[config.mk]
export PLATFORM = sky130hd
export DESIGN_NAME = c2h_dsc_scheduler_flat
export DESIGN_NICKNAME = d
export VERILOG_FILES = /design/src/rtl/c2h_dsc_scheduler_if.sv /design/src/rtl/c2h_dsc_scheduler.sv /design/src/flat_wrapper.sv
export SDC_FILE = /design/constraint.sdc
export NUM_CORES = 1
export LEC_CHECK = 0
export BUFFER_PORTS_ARGS = -buffer_cell sky130_fd_sc_hd__buf_2
export CAP_MARGIN = 20
export CORE_MARGIN = 2
export CORE_UTILIZATION = 47
export DETAILED_ROUTE_END_ITERATION = 8
export PLACE_DENSITY = 0.9
export SLEW_MARGIN = 40
export SYNTH_ARGS = -nofsm -noshare
export SYNTH_HDL_FRONTEND = slang
export SYNTH_SLANG_ARGS = --single-unit
[constraint.sdc]
create_clock -name clk -period 3.9 [get_ports clk]
set_input_delay 0 -clock clk [delete_from_list [all_inputs] [get_ports clk]]
set_output_delay 0 -clock clk [all_outputs]
set_load 0.1 [all_outputs]
[src/rtl/c2h_dsc_scheduler_if.sv]
// rtl/c2h_dsc_scheduler_if.sv - XDMA C2H descriptor-bypass port bundle
// master drives descriptors (scheduler); slave is the XDMA bypass input.
interface c2h_dsc_scheduler_if;
   logic        dsc_byp_ready;
   logic        dsc_byp_load;
   logic [63:0] dsc_byp_dst_addr;
   logic [63:0] dsc_byp_src_addr;
   logic [27:0] dsc_byp_len;
   logic [15:0] dsc_byp_ctl;

   modport master (
      input  dsc_byp_ready,
      output dsc_byp_load,
      output dsc_byp_dst_addr,
      output dsc_byp_src_addr,
      output dsc_byp_len,
      output dsc_byp_ctl
   );

   modport slave (
      output dsc_byp_ready,
      input  dsc_byp_load,
      input  dsc_byp_dst_addr,
      input  dsc_byp_src_addr,
      input  dsc_byp_len,
      input  dsc_byp_ctl
   );
endinterface

[src/rtl/c2h_dsc_scheduler.sv]
// rtl/c2h_dsc_scheduler.sv - C2H descriptor-bypass scheduler over a host buffer ring
// Issues one descriptor per free buffer within the outstanding limit; retires on C2H tlast.
module c2h_dsc_scheduler #(
   parameter logic [63:0] RING_BASE       = 64'h1_0000_0000,
   parameter logic [27:0] BUF_SIZE        = 28'h1000,
   parameter int          NUM_BUFS        = 16,
   parameter int          MAX_OUTSTANDING = 4,
   parameter int          IDXW            = $clog2(NUM_BUFS)
) (
   input  logic                       clk,
   input  logic                       sys_rst,
   input  logic                       enable,
   c2h_dsc_scheduler_if.master        dsc,
   input  logic                       c2h_tvalid,
   input  logic                       c2h_tready,
   input  logic                       c2h_tlast,
   input  logic                       credit_valid,
   input  logic [IDXW:0]              credit_num,
   output logic [IDXW:0]              free_cnt,
   output logic [IDXW:0]              outstanding,
   output logic [IDXW-1:0]            wr_idx,
   output logic [31:0]                desc_issued,
   output logic [31:0]                pkt_done,
   output logic                       err_credit_ovf,
   output logic                       err_cpl_unf
);

   localparam logic [IDXW:0]   NUM_BUFS_W = (IDXW+1)'(NUM_BUFS);
   localparam logic [IDXW:0]   MAX_OUT_W  = (IDXW+1)'(MAX_OUTSTANDING);
   localparam logic [IDXW+2:0] NUM_BUFS_X = (IDXW+3)'(NUM_BUFS);

   typedef enum logic [1:0] {IDLE, LOAD, GAP} state_t;

   state_t          state;
   state_t          state_next;
   logic            issue;
   logic            cpl;
   logic [IDXW+2:0] free_sum;
   logic [IDXW:0]   free_next;
   logic [IDXW:0]   out_next;
   logic            ovf_next;
   logic            unf_next;

   always_ff @(posedge clk) begin
      if (sys_rst) state <= IDLE;
      else         state <= state_next;
   end

   always_comb begin
      state_next = state;
      issue      = 1'b0;
      case (state)
         IDLE: begin
            if (enable && free_cnt != '0 && outstanding < MAX_OUT_W && dsc.dsc_byp_ready) begin
               issue      = 1'b1;
               state_next = LOAD;
            end
         end
         LOAD:    state_next = GAP;
         GAP:     state_next = IDLE;
         default: state_next = IDLE;
      endcase
   end

   // Issue, completion and credit all fold into a single update per cycle.
   always_comb begin
      cpl       = c2h_tvalid && c2h_tready && c2h_tlast;
      free_sum  = (IDXW+3)'(free_cnt) - (IDXW+3)'(issue)
                + (credit_valid ? (IDXW+3)'(credit_num) : '0);
      ovf_next  = free_sum > NUM_BUFS_X;
      free_next = ovf_next ? NUM_BUFS_W : free_sum[IDXW:0];
      unf_next  = cpl && !issue && outstanding == '0;
      out_next  = unf_next ? '0 : outstanding + (IDXW+1)'(issue) - (IDXW+1)'(cpl);
   end

   always_ff @(posedge clk) begin
      if (sys_rst) begin
         dsc.dsc_byp_dst_addr <= RING_BASE;
         free_cnt             <= NUM_BUFS_W;
         outstanding          <= '0;
         wr_idx               <= '0;
         desc_issued          <= '0;
         pkt_done             <= '0;
         err_credit_ovf       <= 1'b0;
         err_cpl_unf          <= 1'b0;
      end else begin
         if (issue) begin
            dsc.dsc_byp_dst_addr <= RING_BASE + 64'(wr_idx) * 64'(BUF_SIZE);
            wr_idx               <= wr_idx + IDXW'(1);
            desc_issued          <= desc_issued + 32'd1;
         end
         if (cpl) pkt_done <= pkt_done + 32'd1;
         free_cnt       <= free_next;
         outstanding    <= out_next;
         err_credit_ovf <= ovf_next;
         err_cpl_unf    <= unf_next;
      end
   end

   assign dsc.dsc_byp_load     = (state == LOAD);
   assign dsc.dsc_byp_src_addr = 64'd0;
   assign dsc.dsc_byp_len      = BUF_SIZE;
   assign dsc.dsc_byp_ctl      = 16'd0;

endmodule

[src/flat_wrapper.sv]
// flat-port wrapper written by rule: the top's interface ports become plain ports
module c2h_dsc_scheduler_flat 
#(
   parameter logic [63:0] RING_BASE       = 64'h1_0000_0000,
   parameter logic [27:0] BUF_SIZE        = 28'h1000,
   parameter int          NUM_BUFS        = 16,
   parameter int          MAX_OUTSTANDING = 4,
   parameter int          IDXW            = $clog2(NUM_BUFS)
)
  (clk, sys_rst, enable, c2h_tvalid, c2h_tready, c2h_tlast, credit_valid, credit_num, free_cnt, outstanding, wr_idx, desc_issued, pkt_done, err_credit_ovf, err_cpl_unf, dsc_dsc_byp_ready, dsc_dsc_byp_load, dsc_dsc_byp_dst_addr, dsc_dsc_byp_src_addr, dsc_dsc_byp_len, dsc_dsc_byp_ctl);
  c2h_dsc_scheduler_if dsc_i ();
  input  logic clk;
  input  logic sys_rst;
  input  logic enable;
  input  logic c2h_tvalid;
  input  logic c2h_tready;
  input  logic c2h_tlast;
  input  logic credit_valid;
  input  logic [IDXW:0] credit_num;
  output logic [IDXW:0] free_cnt;
  output logic [IDXW:0] outstanding;
  output logic [IDXW-1:0] wr_idx;
  output logic [31:0] desc_issued;
  output logic [31:0] pkt_done;
  output logic err_credit_ovf;
  output logic err_cpl_unf;
  input wire logic [$bits(dsc_i.dsc_byp_ready)-1:0] dsc_dsc_byp_ready;
  output wire logic [$bits(dsc_i.dsc_byp_load)-1:0] dsc_dsc_byp_load;
  output wire logic [$bits(dsc_i.dsc_byp_dst_addr)-1:0] dsc_dsc_byp_dst_addr;
  output wire logic [$bits(dsc_i.dsc_byp_src_addr)-1:0] dsc_dsc_byp_src_addr;
  output wire logic [$bits(dsc_i.dsc_byp_len)-1:0] dsc_dsc_byp_len;
  output wire logic [$bits(dsc_i.dsc_byp_ctl)-1:0] dsc_dsc_byp_ctl;
  assign dsc_i.dsc_byp_ready = dsc_dsc_byp_ready;
  assign dsc_dsc_byp_load = dsc_i.dsc_byp_load;
  assign dsc_dsc_byp_dst_addr = dsc_i.dsc_byp_dst_addr;
  assign dsc_dsc_byp_src_addr = dsc_i.dsc_byp_src_addr;
  assign dsc_dsc_byp_len = dsc_i.dsc_byp_len;
  assign dsc_dsc_byp_ctl = dsc_i.dsc_byp_ctl;
  c2h_dsc_scheduler #(.RING_BASE(RING_BASE), .BUF_SIZE(BUF_SIZE), .NUM_BUFS(NUM_BUFS), .MAX_OUTSTANDING(MAX_OUTSTANDING), .IDXW(IDXW)) u_core (.clk(clk), .sys_rst(sys_rst), .enable(enable), .dsc(dsc_i), .c2h_tvalid(c2h_tvalid), .c2h_tready(c2h_tready), .c2h_tlast(c2h_tlast), .credit_valid(credit_valid), .credit_num(credit_num), .free_cnt(free_cnt), .outstanding(outstanding), .wr_idx(wr_idx), .desc_issued(desc_issued), .pkt_done(pkt_done), .err_credit_ovf(err_credit_ovf), .err_cpl_unf(err_cpl_unf));
endmodule
==> metrics, run 1 <==
Cell variety after synth=45; Max Freq=315 MHz; WL/cell=between 10 and 15 um; vias in the first global route=between 3000 and 4000; worst path cell trace=or4_1 > o211a_1 > ha_1 > ha_1 > xor2_1 > ha_1 > and3_1 > nand3_1 > and3b_1 > a2111o_1 > nor2_1; Worst-Skew Late Latency=about 0.34 ns; htree depth=3; most used cell, CP=ha_1; clock power share=roughly a quarter; drt via density=around 4.6; Top delay family on crit path=simple AND/OR/NAND/NOR gates; Reg2Reg Setup Slack=between 0.7 and 0.8 ns; row cnt=39; Register-to-Register Path Depth=11; Starting Density=between 40 and 50%; CP arrival=3.44 ns; Total GRT Usage=15.7%; Yosys reg bits=86; Worst Skew=0.00889 ns; Max Buffers Root-to-Sink=2; # fillers=~1100; layout cells sized above 1=16.2%; initial antenna violation count=0; Hold WS=about 0.12 ns; Mapped Cells=648; die width=between 100 and 150 um; first-pass iteration count of the detailed router=4; status=complete, no violations; post-place setup slack=0.772 ns; CP peak stage delay=approximately 0.53 ns; total grt overflow=0; Least-Margin Pin Slew=0.622 ns; syn_area_per_cell=between 8 and 9 sq um; internal power=between 0.0015 and 0.002 W; TritonCTS buffer count=9; Layout Cells excl Fill=between 800 and 900; fin crit share=slightly above 80%; Yosys top cell area share=a little under a third; Inst Count DP=just under 900; Final HPWL DP=7550 um; Slew Viols, Final=0; Lkg Pwr=roughly 2.7 nW; synth-to-layout area growth=4.76%; nature of the critical path endpoint=register; slowest cell on the critical path=or4_1; R2R Path End=u_core.free_cnt[1]; Ant. Diodes=0; leading area contributor after synthesis=dfxtp_1; Core Region=about 11000 sq um; unrepaired setup endpoints after global routing=no; CP Buf/Inv Count=0; Period minus WS final=between 3 and 4 ns; first-pass GRT wire length=around 16000 um; Hold-fix buffers, CTS=0; largest cells by area after synthesis=dfxtp_1 32%, buf_4 23%, xnor2_1 5.5%; launch point of the worst hold path=sys_rst; synthesized cell area=between 5000 and 6000 sq um; Synth async-reset ratio=0%; max_cap viols=0; Final ANT Viol Nets=0; critical path class=reg -> reg; final wirelength=approximately 10000 um; IO Count=266; Cell Pwr Density=slightly below 600 nW/um^2; Req. time, crit path=4.16 ns; root buf cell=clkbuf_16; CP max FO=5; HP Class=in -> reg; worst reg2reg startpoint=u_core.free_cnt[3]; Net Sw Power=roughly 0.0017 W; Comb pwr share=between 40% and 50%; prevailing post-synth register cell=dfxtp_1; TritonCTS clock tree=yes; Post-route DRC=0; Hold Path End=u_core.desc_issued[19]; max_slew headroom=around 58%; final setup violation count=0; final-stage net count=768; total number of vias=between 4000 and 5000; final hold violation count=0; sequential area share after synthesis=between 30% and 40%; # resized after CTS=0; maximum vdd drop=between 500 and 600 uV; Setup TNS Final=0 ns; Final WS setup=about 0.73 ns; switch share=around half; Reg clk slew, reported paths=0.06 ns; Synth warnings=0; largest net degree at the start of global routing=48; port bufs=between 90 and 100; Die ar.=roughly 12000 sq um; GP Congestion=between 0.8 and 0.9; clk sink count=86; postcts setup bufs=0; Seq pwr share=between 20 and 30%; Post-synth EDFFs=0; Initial DRC Count=approximately 250; Critical Path Start Type=register; chip height=approximately 110 um; Layout Utilization=50.1%; worst hold stages=2
[worst max-delay path by stage]
stage                           from                  to  depth (start not counted)
3_5_place_dp      u_core.free_cnt[3]  u_core.free_cnt[1]                         11
2_1_floorplan  u_core.outstanding[3]  u_core.free_cnt[2]                         15
6_report          u_core.free_cnt[3]  u_core.free_cnt[1]                         11
5_1_grt           u_core.free_cnt[3]  u_core.free_cnt[1]                         11
3_3_place_gp      u_core.free_cnt[3]  u_core.free_cnt[2]                         11
4_1_cts           u_core.free_cnt[3]  u_core.free_cnt[1]                         11
[through the flow]
step / cell area, sq um / total power [W]
global placement: 5370 / 0.00249
global route: 5670 / 0.00350
CTS: 5670 / 0.00339
finish: 5670 / 0.00337
detailed placement: 5370 / 0.00252
floorplan: 6030 / 0.00250
[registers in the layout (all words and copies together), names as in the netlist]
name                         flops
u_core.err_cpl_unf               1
u_core.state                     2
u_core.wr_idx                    4
u_core.pkt_done                 32
u_core.free_cnt                  5
u_core.outstanding               5
u_core.err_credit_ovf            1
u_core.desc_issued              32
u_core.dsc.dsc_byp_dst_addr      4
[cells in the mapped netlist, types with 3 or more instances]
library cell	count
a21o_1	3
a21oi_1	19
and2_1	6
and3_1	6
and4_1	7
buf_4	168
clkbuf_1	15
dfxtp_1	86
ha_1	17
inv_1	24
mux2i_1	7
nand2_1	26
nand3_1	24
nand4_1	22
nor2_1	77
nor2b_1	5
nor3_1	14
nor4_1	9
o21ai_0	10
o31ai_1	3
or3_1	10
or4_1	4
xnor2_1	34
xor2_1	27
[cells by family (layout without fill, tap and decap cells)]
| kind of cell | Yosys count | in the layout | share of synthesized area [%] |
|---|---|---|---|
| compound gates | 41 | 41 | 4.53 |
| xor+xnor | 61 | 61 | 9.87 |
| fa+ha+maj | 19 | 19 | 4.67 |
| buf+inv | 212 | 139 | 26.6 |
| flops | 86 | 86 | 31.8 |
| mux | 7 | 7 | 1.29 |
| other cells | 2 | 168 | 0.139 |
| simple gates | 220 | 220 | 21.1 |
[power groups by stage]
stage | Clock, W | Sequential, W | Combinational, W
after floorplan | 0 | 0.00132 | 0.00118
after global placement | 0 | 0.000990 | 0.00150
after detailed placement | 0 | 0.000993 | 0.00152
after CTS | 0.000890 | 0.000974 | 0.00153
after global routing | 0.000932 | 0.000982 | 0.00159
final | 0.000866 | 0.000974 | 0.00153
[metal layers]
layer / up-vias / wire, um / GRT usage [%]
li1: 1992 / - / -
met1: 1902 / 4420 / 20.1
met2: 177 / 4950 / 25.7
met3: 19 / 658 / 2.19
met4: 0 / 235 / 8.15
met5: - / 0 / 0
[cell usage in the layout (no fill, tap or decap), types with 2 or more instances in the layout]
| master | Yosys | routed |
|---|---|---|
| nor4b_1 | 2 | 2 |
| o21ai_0 | 10 | 10 |
| buf_4 | 168 | 3 |
| and2_1 | 6 | 6 |
| and3_1 | 6 | 6 |
| a21o_1 | 3 | 3 |
| o31ai_1 | 3 | 3 |
| nand3_1 | 24 | 24 |
| nor3_1 | 14 | 14 |
| nand4_1 | 22 | 22 |
| clkinvlp_4 | 0 | 2 |
| nor4_1 | 9 | 9 |
| clkbuf_16 | 0 | 9 |
| or4_1 | 4 | 4 |
| mux2i_1 | 7 | 7 |
| nor2b_1 | 5 | 5 |
| xnor2_1 | 34 | 34 |
| or3_1 | 10 | 10 |
| and4_1 | 7 | 7 |
| dfxtp_1 | 86 | 86 |
| buf_2 | 1 | 96 |
| ha_1 | 17 | 17 |
| xor2_1 | 27 | 27 |
| nor2_1 | 77 | 77 |
| nand2_1 | 26 | 26 |
| conb_1 | 2 | 168 |
| fa_1 | 2 | 2 |
| a21oi_1 | 19 | 19 |
| inv_1 | 24 | 24 |
[area by class of cell]
type	count	area, sq um	area share (%)
multi-input combinational	516	2870	50.7
sequential	86	1720	30.4
timing repair buffer	99	503	8.87
clock buffer	11	243	4.28
tap	143	179	3.16
inverter	24	90.1	1.59
clock inverter	5	58.8	1.04
[worst register-to-register path: stages (launching register included)]
cell and delay, ns:
dfxtp_1 0.35, or4_1 0.53, o211a_1 0.25, ha_1 0.22, ha_1 0.22, xor2_1 0.15, ha_1 0.35, and3_1 0.20
nand3_1 0.08, and3b_1 0.19, a2111o_1 0.44, nor2_1 0.13
Note: power is estimated with default switching activity, not from simulation.
==> inputs of run 2 (changes only) <==
- CORE_UTILIZATION: 47 -> 42
- PLACE_DENSITY: 0.9 -> 0.85
- clock period: 3.9 -> 2.58 ns (I/O delays scaled with it)
==> run 2 against run 1 <==
  * The flow now finishes with violations (setup timing)
  * Highest routed layer unchanged
  * Sequential share of layout area down 1.8 points
  * Flip-flop and latch count unchanged
  * Setup slack got worse by 1.1 ns
  * Final area is 8.0% higher
  * Critical path type unchanged
  * Power is 66% higher
  * Global-route usage shrank 0.39 points
  * Critical endpoint is now u_core.free_cnt[2]
==> metrics, run 2 (synthesized netlist as in run 1, its figures left out) <==
Total GRT Usage=15.3% (-0.39 points); Ant. Diodes=0 (unchanged); layout cells sized above 1=24.1% (+7.9 points); status=complete, but fails checks; failing checks=setup timing; first-pass iteration count of the detailed router=4 (unchanged); Hold-fix buffers, CTS=0 (unchanged); Final WS setup=-0.407 ns (-1.13 ns); commonest cells after routing, fill and taps aside=168 x conb_1, 97 x buf_2, 77 x nor2_1; vias in the first global route=3531 (+5.6%); clk sink count=86 (unchanged); area post-placement=5650 sq um (+5.2%); critical path class=reg -> reg; total number of vias=4161 (+1.7%); slowest cell on the critical path=or4_4; Metal-1 WL=4660 um (+5.4%); Starting Density=42.9% (-4.9 points); Final HPWL DP=8060 um (+6.7%); final hold violation count=0 (unchanged); WL/cell=11.8 um (+2.0%); Period minus WS final=2.99 ns (-0.187 ns); post-place setup slack=-0.384 ns (-1.16 ns); Core Region=12600 sq um (+11%); synth-to-layout area growth=13.1%; top sig layer=met4; Worst-Skew Late Latency=0.34 ns (about the same); Critical Path Start Type=register; CP peak stage delay=0.52 ns (about the same); Top delay family on crit path=simple AND/OR/NAND/NOR gates; Layout Cells excl Fill=941 (+6.4%); initial antenna violation count=0 (unchanged); IO Count=266 (unchanged); Initial DRC Count=200 (-19%); CP max FO=4 (-1); drt via density=4.42 (-4.4%); largest net degree at the start of global routing=43 (-10%); final-stage net count=796 (+3.6%); maximum vdd drop=615 uV (+14%); met3 wire length=786 um (+19%); Reg clk slew, reported paths=0.06 ns (about the same); root buf cell=clkbuf_16; GP Congestion=0.798 (-2.4%); Inst Count DP=920 (+6.0%); total grt overflow=0 (unchanged); CP Buf/Inv Count=0 (unchanged); Max Buffers Root-to-Sink=2 (unchanged); row cnt=41 (+5.1%); design area=6120 sq um (+8.0%); met2 WL post-DR=5460 um (+10%); Hold WS=0.187 ns (+0.0677 ns); HP Class=in -> reg; max_cap viols=0 (unchanged); TritonCTS clock tree=yes; Final ANT Viol Nets=0 (unchanged); # fillers=1201 (+12%); unrepaired setup endpoints after global routing=yes; Post-route DRC=0 (unchanged); Top Registers=u_core.desc_issued x32, u_core.pkt_done x32; Req. time, crit path=2.84 ns (-1.32 ns); most used cell, CP=ha_4; TritonCTS buffer count=9 (unchanged); chip height=118 um (+5.6%); PnR Total Power=0.00560 W (+66%); Max Freq=335 MHz (+6.3%); Cell Pwr Density=915 nW/um^2 (+54%); Slew Viols, Final=0 (unchanged); fin crit share=116% (+34 points); Worst Skew=0.00839 ns (-0.000502 ns); commonest non-fill, non-tap cell in the layout=conb_1; die width=118 um (+5.6%); Lkg Pwr=2.84 nW (+6.4%); final setup violation count=7 (+7); htree depth=3 (unchanged); port bufs=97 (unchanged); CP arrival=3.25 ns (-0.19 ns); final wirelength=11100 um (+8.6%); nature of the critical path endpoint=register; worst path cell trace=or4_4 > o211a_4 > ha_4 > ha_4 > nand2_4 > xnor2_2 > ha_4 > and3_4 > nand3_2 > and3b_1 > a2111o_1 > nor2b_1; first-pass GRT wire length=17400 um (+7.4%); Die ar.=13800 sq um (+11%)
run 2: changes by cell type in the layout (fill, tap and decap cells not counted), moves of 3 or more:
cell / change
buf_4: +26
dfxtp_1: -14
dfxtp_2: +10
dfxtp_4: +4
ha_1: -6
ha_4: +6
xnor2_1: -3
xnor2_2: +3
run 2: timing repair:
item,in CTS,in global routing
endpoints found under the setup margin,7,7
gates resized for setup,15,5
pin swaps,10,9
buffers inserted,1,4
run 2: worst min-delay path, delay by kind of cell:
| kind | cells | cell delay, ns |
|---|---|---|
| buffers and inverters | 2 | 0.34 |
| AND/OR/NAND/NOR | 1 | 0.14 |
run 2: area by class of cell:
class / count / area [sq um] / share of cell area [%]
inverter: 24 / 92.6 / 1.51
tap: 172 / 215 / 3.52
clock buffer: 10 / 239 / 3.90
clock inverter: 6 / 70.1 / 1.14
timing repair buffer: 127 / 714 / 11.7
sequential: 86 / 1750 / 28.6
multi-input combinational: 516 / 3040 / 49.7
run 2: final timing paths:
check	from	end	slack (ns)	depth (start not counted)
max	u_core.free_cnt[3]	u_core.free_cnt[2]	-0.41	12
min	sys_rst	u_core.state[1]	0.19	3
max reg2reg	u_core.free_cnt[3]	u_core.free_cnt[2]	-0.41	12
min reg2reg	u_core.dsc.dsc_byp_dst_addr[13]	u_core.dsc.dsc_byp_dst_addr[13]	0.49	2
run 2: per-layer routing:
| layer | up-vias | global-route usage (%) |
|---|---|---|
| met5 | - | 0 |
| met4 | 0 | 7.08 |
| met3 | 23 | 3.78 |
| met2 | 176 | 25.3 |
| met1 | 1916 | 18.7 |
| li1 | 2046 | - |
run 2: power by group:
group | switching (W) | leakage (nW) | internal, W
sequential | 0.0000579 | 0.701 | 0.00142
clock | 0.000557 | 0.153 | 0.000784
combinational | 0.00215 | 1.98 | 0.000631
run 2: metrics by stage:
step	setup TNS (ns)	util, %
6_report	-2.02	48.5
5_1_grt	-2.74	48.5
4_1_cts	-1.77	48.0
3_5_place_dp	-2.06	44.7
3_3_place_gp	-1.47	44.7
2_1_floorplan	-3.41	-
==> inputs of run 3 (changes only) <==
- CAP_MARGIN: 20 -> 40
- PLACE_DENSITY: 0.85 -> 0.78
==> run 3 against run 2 <==
  * Fmax increased by 0.54%
  * Via count grew 0.24%
  * Die area stayed put
  * Critical path type unchanged
  * Largest cell class unchanged
  * Critical endpoint is now u_core.free_cnt[1]
  * Power shrank 3.2%
  * The flow still finishes with violations (setup timing)
  * Highest routed layer unchanged
==> metrics, run 3 (synthesized netlist as in run 1, its figures left out) <==
post-place setup slack=-0.332 ns (+0.0512 ns); internal power=0.00271 W (-4.2%); worst path cell trace=or4_4 > o211a_4 > ha_4 > ha_4 > xor2_2 > ha_4 > a21o_1 > a21oi_2 > nand2_1 > a2111o_1 > nor2_1; synth-to-layout area growth=12.6%; max_slew headroom=about half; Comb pwr share=50.6% (+0.9 points); Critical Path Start=u_core.free_cnt[3]; CP arrival=3.24 ns (about the same); Worst-Skew Late Latency=0.34 ns (about the same); most used cell, CP=ha_4; Crit. path cell count=11 (-1); WL/cell=11.5 um (-2.6%); CP peak stage delay=0.51 ns (about the same); Slew Viols, Final=0 (unchanged); Starting Density=42.9% (unchanged); Ant. Diodes=0 (unchanged); final wirelength=10900 um (-2.6%); Seq pwr share=27.3% (+1.0 points); Req. time, crit path=2.85 ns (about the same); Cell Pwr Density=890 nW/um^2 (-2.8%); final-stage net count=796 (unchanged); CP Buf/Inv Count=0 (unchanged); slowest cell on the critical path=or4_4; Register-to-Register Path Depth=11 (-1); nature of the critical path endpoint=register; clock power share=22.0% (-1.9 points); R2R Path End=u_core.free_cnt[1]; switch share=50.0% (+0.53 points); Net Sw Power=0.00271 W (-2.1%); unrepaired setup endpoints after global routing=yes; Period minus WS final=2.97 ns (-0.0161 ns); Final HPWL DP=7740 um (-3.9%); Core Region=12600 sq um (unchanged); Initial DRC Count=258 (+29%); Post-route DRC=0 (unchanged); commonest non-fill, non-tap cell in the layout=conb_1; TritonCTS buffer count=9 (unchanged); layout cells sized above 1=23.8% (-0.26 points); HP Class=in -> reg; Die ar.=13800 sq um (unchanged); Inst Count DP=918 (-0.22%); Total GRT Usage=14.4% (-0.85 points); Max Freq=337 MHz (+0.54%); commonest cells after routing, fill and taps aside=168 x conb_1, 97 x buf_2, 77 x nor2_1; drt via density=4.43 (+0.24%); htree depth=3 (unchanged); vias in the first global route=3405 (-3.6%); Layout Cells excl Fill=941 (unchanged); Reg2Reg Setup Slack=-0.39 ns (+0.02 ns); maximum vdd drop=533 uV (-13%); Reg clk slew, reported paths=0.07 ns (about the same); largest net degree at the start of global routing=42 (-2.3%); Lkg Pwr=2.81 nW (-0.85%); Setup crit end=u_core.free_cnt[1]; Max Buffers Root-to-Sink=2 (unchanged); IO Count=266 (unchanged); final setup violation count=7 (unchanged); chip height=118 um (unchanged); CP max FO=4 (unchanged); Hold WS=0.196 ns (+0.00932 ns); GP Congestion=0.891 (+12%); row cnt=41 (unchanged); Final ANT Viol Nets=0 (unchanged); worst reg2reg startpoint=u_core.free_cnt[3]; Least-Margin Pin Slew=0.759 ns; TritonCTS clock tree=yes; Final WS setup=-0.390 ns (+0.0161 ns); fin crit share=115% (-0.62 points); port bufs=97 (unchanged); Critical Path Start Type=register; die width=118 um (unchanged); max_cap viols=0 (unchanged); critical path class=reg -> reg; first-pass iteration count of the detailed router=6 (+2); first-pass GRT wire length=16400 um (-5.8%); Layout Utilization=48.3% (-0.20 points); Top Registers=u_core.desc_issued x32, u_core.pkt_done x32; Worst Skew=0.0103 ns (+0.00191 ns); total grt overflow=0 (unchanged); final hold violation count=0 (unchanged); root buf cell=clkbuf_16; failing checks=setup timing; Top delay family on crit path=compound AO/OA/AOI/OAI gates; total number of vias=4171 (+0.24%); status=complete, but fails checks; clk sink count=86 (unchanged); initial antenna violation count=0 (unchanged)
## run 3: repair_timing
item | 4_1_cts | 5_1_grt
setup buffers | 2 | 4
gates cloned | 0 | 1
resized for setup | 2 | 21
hold buffers | 0 | 0
pin swaps | 3 | 14
endpoints found under the setup margin | 7 | 9
## run 3: how the worst min path moves through the flow
stage | start | to | slack, ns | cells past startpoint
2_1_floorplan | sys_rst | u_core.free_cnt[4] | 0.39 | 2
3_3_place_gp | u_core.desc_issued[31] | u_core.desc_issued[31] | 0.47 | 2
3_5_place_dp | u_core.desc_issued[31] | u_core.desc_issued[31] | 0.47 | 2
4_1_cts | credit_num[0] | u_core.free_cnt[0] | 0.19 | 5
5_1_grt | c2h_tready | u_core.pkt_done[0] | 0.23 | 4
6_report | credit_num[0] | u_core.free_cnt[0] | 0.20 | 5
## run 3: cell type report
type                            instances  area [sq um]
Sequential cell                        86          1750
Tap cell                              172           215
Timing Repair Buffer                  127           744
Fill cell                            1208          6520
Clock buffer                           13           250
Inverter                               24          90.1
Multi-Input combinational cell        516          3030
Clock inverter                          3          21.3
## run 3: through the flow
step	setup TNS [ns]	total power (W)	area [sq um]
6_report	-2.11	0.00542	6100
5_1_grt	-2.70	0.00565	6100
4_1_cts	-1.92	0.00526	5930
3_5_place_dp	-1.92	0.00401	5630
3_3_place_gp	-1.54	0.00398	5630
2_1_floorplan	-3.41	0.00386	6130
## run 3: layer usage
metal / part of all wire [%] / routed length (um) / global-route usage, %
met4: 1.6 / 178 / 5.50
met1: 41 / 4460 / 17.4
met2: 50 / 5420 / 24.0
met5: 0 / 0 / 0
met3: 7.3 / 794 / 4.70
## run 3: power groups by stage
stage	Sequential (W)	Clock, W	Combinational [W]
6_report	0.00148	0.00120	0.00275
5_1_grt	0.00149	0.00130	0.00286
4_1_cts	0.00148	0.00123	0.00254
3_5_place_dp	0.00151	0	0.00250
3_3_place_gp	0.00150	0	0.00248
2_1_floorplan	0.00201	0	0.00184
## run 3: worst min-delay path: stages
cell and delay [ns]:
buf_2 0.07, and2_1 0.15, ha_4 0.15, inv_1 0.04, nor2_1 0.08
